===== src/rtl/ctrl_seq.sv =====
// rtl/ctrl_seq.sv - SAP-1 control sequencer: one-hot T1..T6 ring plus opcode decode
module ctrl_seq #(
    parameter logic [3:0] OP_LDA = 4'h0,
    parameter logic [3:0] OP_ADD = 4'h1,
    parameter logic [3:0] OP_SUB = 4'h2,
    parameter logic [3:0] OP_OUT = 4'hE,
    parameter logic [3:0] OP_HLT = 4'hF
) (
    input  logic       clk,
    input  logic       clr_n,
    input  logic       run,
    input  logic [3:0] opcode,
    output logic       cp,
    output logic       ep,
    output logic       lm,
    output logic       ce,
    output logic       li,
    output logic       ei,
    output logic       la,
    output logic       ea,
    output logic       su,
    output logic       eu,
    output logic       lb,
    output logic       lo,
    output logic [5:0] t_state,
    output logic       halted
);

    typedef enum logic [5:0] {
        T1 = 6'b000001,
        T2 = 6'b000010,
        T3 = 6'b000100,
        T4 = 6'b001000,
        T5 = 6'b010000,
        T6 = 6'b100000
    } state_t;

    state_t state, state_next;
    logic   halted_q, halted_next;

    // Falling-edge update keeps the control word settled across the datapath's rising edge.
    always_ff @(negedge clk or negedge clr_n) begin
        if (!clr_n) begin
            state    <= T1;
            halted_q <= 1'b0;
        end else begin
            state    <= state_next;
            halted_q <= halted_next;
        end
    end

    always_comb begin
        state_next  = state;
        halted_next = halted_q;
        cp = 1'b0; ep = 1'b0; lm = 1'b0; ce = 1'b0;
        li = 1'b0; ei = 1'b0; la = 1'b0; ea = 1'b0;
        su = 1'b0; eu = 1'b0; lb = 1'b0; lo = 1'b0;

        if (!$onehot(state)) begin
            state_next = T1;
        end else if (run && !halted_q) begin
            case (state)
                T1: begin
                    state_next = T2;
                    ep = 1'b1; lm = 1'b1;
                end
                T2: begin
                    state_next = T3;
                    cp = 1'b1;
                end
                T3: begin
                    state_next = T4;
                    ce = 1'b1; li = 1'b1;
                end
                T4: begin
                    state_next = T5;
                    case (opcode)
                        OP_LDA, OP_ADD, OP_SUB: begin
                            ei = 1'b1; lm = 1'b1;
                        end
                        OP_OUT: begin
                            ea = 1'b1; lo = 1'b1;
                        end
                        OP_HLT: halted_next = 1'b1;
                        default: ;
                    endcase
                end
                T5: begin
                    state_next = T6;
                    case (opcode)
                        OP_LDA: begin
                            ce = 1'b1; la = 1'b1;
                        end
                        OP_ADD, OP_SUB: begin
                            ce = 1'b1; lb = 1'b1;
                        end
                        default: ;
                    endcase
                end
                T6: begin
                    state_next = T1;
                    if (opcode == OP_ADD || opcode == OP_SUB) begin
                        eu = 1'b1; la = 1'b1;
                        su = (opcode == OP_SUB);
                    end
                end
                default: state_next = T1;
            endcase
        end
    end

    assign t_state = state;
    assign halted  = halted_q;

endmodule

===== config.mk =====
export PLATFORM = sky130hd
export DESIGN_NAME = ctrl_seq
export DESIGN_NICKNAME = d
export VERILOG_FILES = /design/src/rtl/ctrl_seq.sv
export SDC_FILE = /design/constraint.sdc
export NUM_CORES = 1
export LEC_CHECK = 0
export ABC_AREA = 0
export CAP_MARGIN = 15
export CORE_UTILIZATION = 48
export DETAILED_ROUTE_END_ITERATION = 8
export PLACE_DENSITY = 0.9
export RECOVER_POWER = 100
export SYNTH_ARGS = -nofsm -noshare
export SYNTH_HDL_FRONTEND = slang
export SYNTH_SLANG_ARGS = --single-unit

===== constraint.sdc =====
create_clock -name clk -period 10.5 [get_ports clk]
set_input_delay 2.1 -clock clk [delete_from_list [all_inputs] [get_ports clk]]
set_output_delay 2.1 -clock clk [all_outputs]
set_load 0.005 [all_outputs]

# --- After elaboration in Yosys (flattened, before gate mapping) ---
# Index checks and enable logic that the tools add are counted.
word_totals:
  out_inout_bits: 19
  register_bits: 7
  input_bits: 7
  word_cells: 68
op_classes:
  add_sub_neg: 5
  reduce_logical: 7
  mux: 42
  eq_ne: 12
op_table:
  columns: ["cell", "count"]
  rows:
  - ["1-bit 2-to-1 mux", 36]
  - ["6-bit case mux with 5 select lines", 1]
  - ["6-bit 2-to-1 mux", 2]
  - ["4-bit == test, second input constant", 2]
  - ["1-bit by 1-bit adder with 2-bit output", 3]
  - ["6-bit by 1-bit == test with 1-bit output, second input constant", 1]
  - ["6-bit by 2-bit == test with 1-bit output, second input constant", 1]
  - ["6-bit by 3-bit == test with 1-bit output, second input constant", 1]
  - ["6-bit by 4-bit == test with 1-bit output, second input constant", 1]
  - ["6-bit by 5-bit == test with 1-bit output, second input constant", 1]
  - ["6-bit == test, second input constant", 1]
  - ["1-bit case mux with 2 select lines", 3]
  - ["4-bit by 1-bit == test with 1-bit output, second input constant", 1]
  - ["4-bit by 2-bit == test with 1-bit output, second input constant", 1]
  - ["4-bit logical NOT", 1]
  - ["4-bit AND reduction", 1]
  - ["2-bit by 2-bit adder with 3-bit output", 1]
  - ["3-bit by 2-bit adder with 3-bit output", 1]
  - ["3-bit by 1-bit == test with 1-bit output, second input constant", 1]
  - ["3-bit OR reduction", 1]
  - ["2-bit by 1-bit != test with 1-bit output, second input constant", 1]
  - ["2-bit OR reduction", 1]
  - ["1-bit logical AND", 1]
  - ["1-bit logical NOT", 1]
  - ["1-bit logical OR", 1]

# --- Logic depth before layout (Yosys ltp) ---
depth:
  depth_word: 6
  ltp_mapped: 11
  depth_no_buf: 9

==> impl_results.md <==
- Status: complete, but fails checks
- Violated checks: setup timing
- Synth Flop Type: dfrtn_1
- Io pins: 26
- RSZ-0062 raised after global routing: yes
- Final Non-Filler Cells: around 150
- Synth Instances: between 80 and 90
- Fraction of registers with async set/reset: 100%
- Pwr/cell area: 183 mW/mm2
- First-pass GRT wire length: approximately 4800 um
- Post-DP HPWL: about 1800 um
- Required @ worst endpoint: 8400 ps
- Most frequent cell after synthesis: inv_1
- Crit path arrival time: between 8000 and 9000 ps
- Total Routing Usage GR: 37.9%
- Max-slew headroom: a little over three fifths
- CTS Sinks: 7
- Post-DRT Antenna Nets: 0
- Met2 WL: about 1600 um
- Row count: 14
- Yosys synthesis warning count: 0
- Total wire length: 3020 um
- Leak: around 0.61 nW
- Die X: approximately 42 um
- Setup violations, final: 12
- Pin count of the biggest net entering global routing: 11
- Cell Area, Synth: between 700 and 800 um2
- H-tree levels: 1
- Synthesis-stage register bit count: 7
- Synth top area cells: dfrtn_1 (20%), fa_1 (7.8%), ha_1 (6.5%)
- Vias: slightly above 900
- Hold path cells: 1
- Worst Setup End Kind: output port
- Xor and xnor area share after synthesis: ~2.3%
- Layout net count: 150
- Drt pass-1 iters: 4
- Final GP Congestion: just over 0.9
- Ant diodes: 0
- Remaining DRCs: 0
- Post-synth EDFFs: 0
- Sequential fraction of the synthesis area: 23.0%
- Max Cap Viol: 0
- Avg Cell Area, Syn: a little over 9 um2
- Complex-gate fraction of the synthesized area: 15.7%
- Routed wire length per instance: 20.0 um
- CTS Root Cell: clkbuf_4
- Synth Area in Simple Gates: about a third
- Post-synthesis adder-cell area fraction: approximately 14%
- Syn Nets: 96
- Final Hold Vio Count: 0
- Unique cell type count in the Yosys netlist: 38
- Kind of critical path: reg2out
- Crit Path Max Fanout: 4
- Worst-margin pin slew: 548 ps
- Met1 WL: approximately 1100 um
- HP Class: reg2reg
- Layout cell share with drive strength beyond 1: between 40% and 50%
- Die height: 42.0 um
- Area share of the largest cell type after synthesis: about a fifth
- Cell accounting for the most synthesized area: dfrtn_1
- Area Growth Syn to Fin: 71.8%
- TritonCTS buffer count: 3
- First-iteration detailed-routing DRC count: 27
- Worst setup SP type: register
- Slew Limit Fails: 0
- R2R depth: 13
- Routed wl met3: between 200 and 250 um
- Clk_lat worst skew: 310 ps
- Max IR drop VDD: about 0.13 mV
- Vias per inst: 6.09
- Total chip power: approximately 0.24 mW
- Top layer in use: met4
- Die area: between 0.0015 and 0.002 mm2
- Clock transition at the registers of the reported paths: about 50 ps
- Post-route setup TNS: -3630 ps
- Largest family of logic cells by synthesized area: simple AND/OR/NAND/NOR gates
- Clock tree buffer depth: 2
- Post-synthesis mux area share: 0%
- Initial Util: between 50% and 60%
- Worst setup margin: -374 ps
- Vias in the first global route: 975
- Post-synth top cells: inv_1 (10), dfrtn_1 (6), nand2_1 (5), nand3_1 (5)
- Cell Count Post-Placement: roughly 130
- Core area: around 0.0015 mm2
- Buffers added on ports: 25
- DP Worst Slack: -443 ps
- Total grt overflow: 0
- Initial antenna violation count: 0
- CTS tree: done
- Clock skew: 43.9 ps
## sequential cells by signal, indices dropped and copies added, names as in the netlist
register	cells
halted	1
t_state	6
## cell type report
| type | instances | area [um2] |
|---|---|---|
| inverter | 9 | 33.8 |
| multi-input combinational | 61 | 621 |
| sequential | 7 | 176 |
| fill | 74 | 189 |
| clock inverter | 1 | 3.75 |
| timing repair buffer | 53 | 437 |
| tap | 16 | 20.0 |
| clock buffer | 4 | 26.3 |
## where the power goes
group / internal (mW) / switching [mW] / total (mW)
logic: 0.0976 / 0.0819 / 0.179
clock network: 0.0152 / 0.0132 / 0.0284
registers: 0.0317 / 0.00210 / 0.0338
## routing by layer
layer | track usage [%] | up-vias
met5 | 0 | -
met4 | 25.8 | 0
met3 | 9.91 | 13
met2 | 66.3 | 65
met1 | 39.1 | 440
li1 | - | 402
## critical path: stages (launching register included)
cell     delay, ps
dfstp_2        530
inv_2           40
fa_1           510
fa_1           420
inv_1           80
ha_2           170
fa_2           460
nor3b_4        290
nand4_1        180
buf_4          200
nor4_4         150
buf_2          160
## through the flow
step	hold WS [ps]	utilization, %	instance area [um2]
3_3_place_gp	461	74.0	1110
6_report	527	87.5	1320
5_1_grt	549	87.5	1320
4_1_cts	485	85.4	1290
3_5_place_dp	483	74.0	1110
2_1_floorplan	464	-	773
## path summary, 6_finish.rpt
path	from	to	slack [ps]
max	t_state[0]	lo	-370
min	halted	halted	530
max reg2reg	t_state[0]	t_state[0]	6990
min reg2reg	halted	halted	530
max in group asynchronous	clr_n	t_state[0]	2820
min in group asynchronous	clr_n	halted	7290
## cell families (layout without fill, tap and decap cells)
kind of cell,after synthesis,after routing
buf+inv,14,67
flops,7,7
simple gates,38,38
xor+xnor,2,2
fa+ha+maj,7,7
compound gates,14,14
## layout by cell type, fill, tap and decap left out, drive strengths merged, types with 2 or more instances in the layout
cell,instances
inv,10
nor2b,4
ha,4
nor3b,4
nor2,4
fa,3
clkdlybuf4s50,11
a211oi,2
a21oi,2
nor3,3
and3,2
nand2,5
nand4,2
clkbuf,4
dfrtn,6
buf,40
o31ai,2
nand3,5
dlygate4sd3,2
nor4,3
## repair_timing
item                                    CTS  global route
endpoints found under the setup margin   12            12
hold buffers                              0             0
buffers inserted                         14             2
endpoints found under the hold margin     0             0
pin swaps                                14             6
resized for setup                        68             9
No activity file was read; power rests on OpenSTA's default activity.
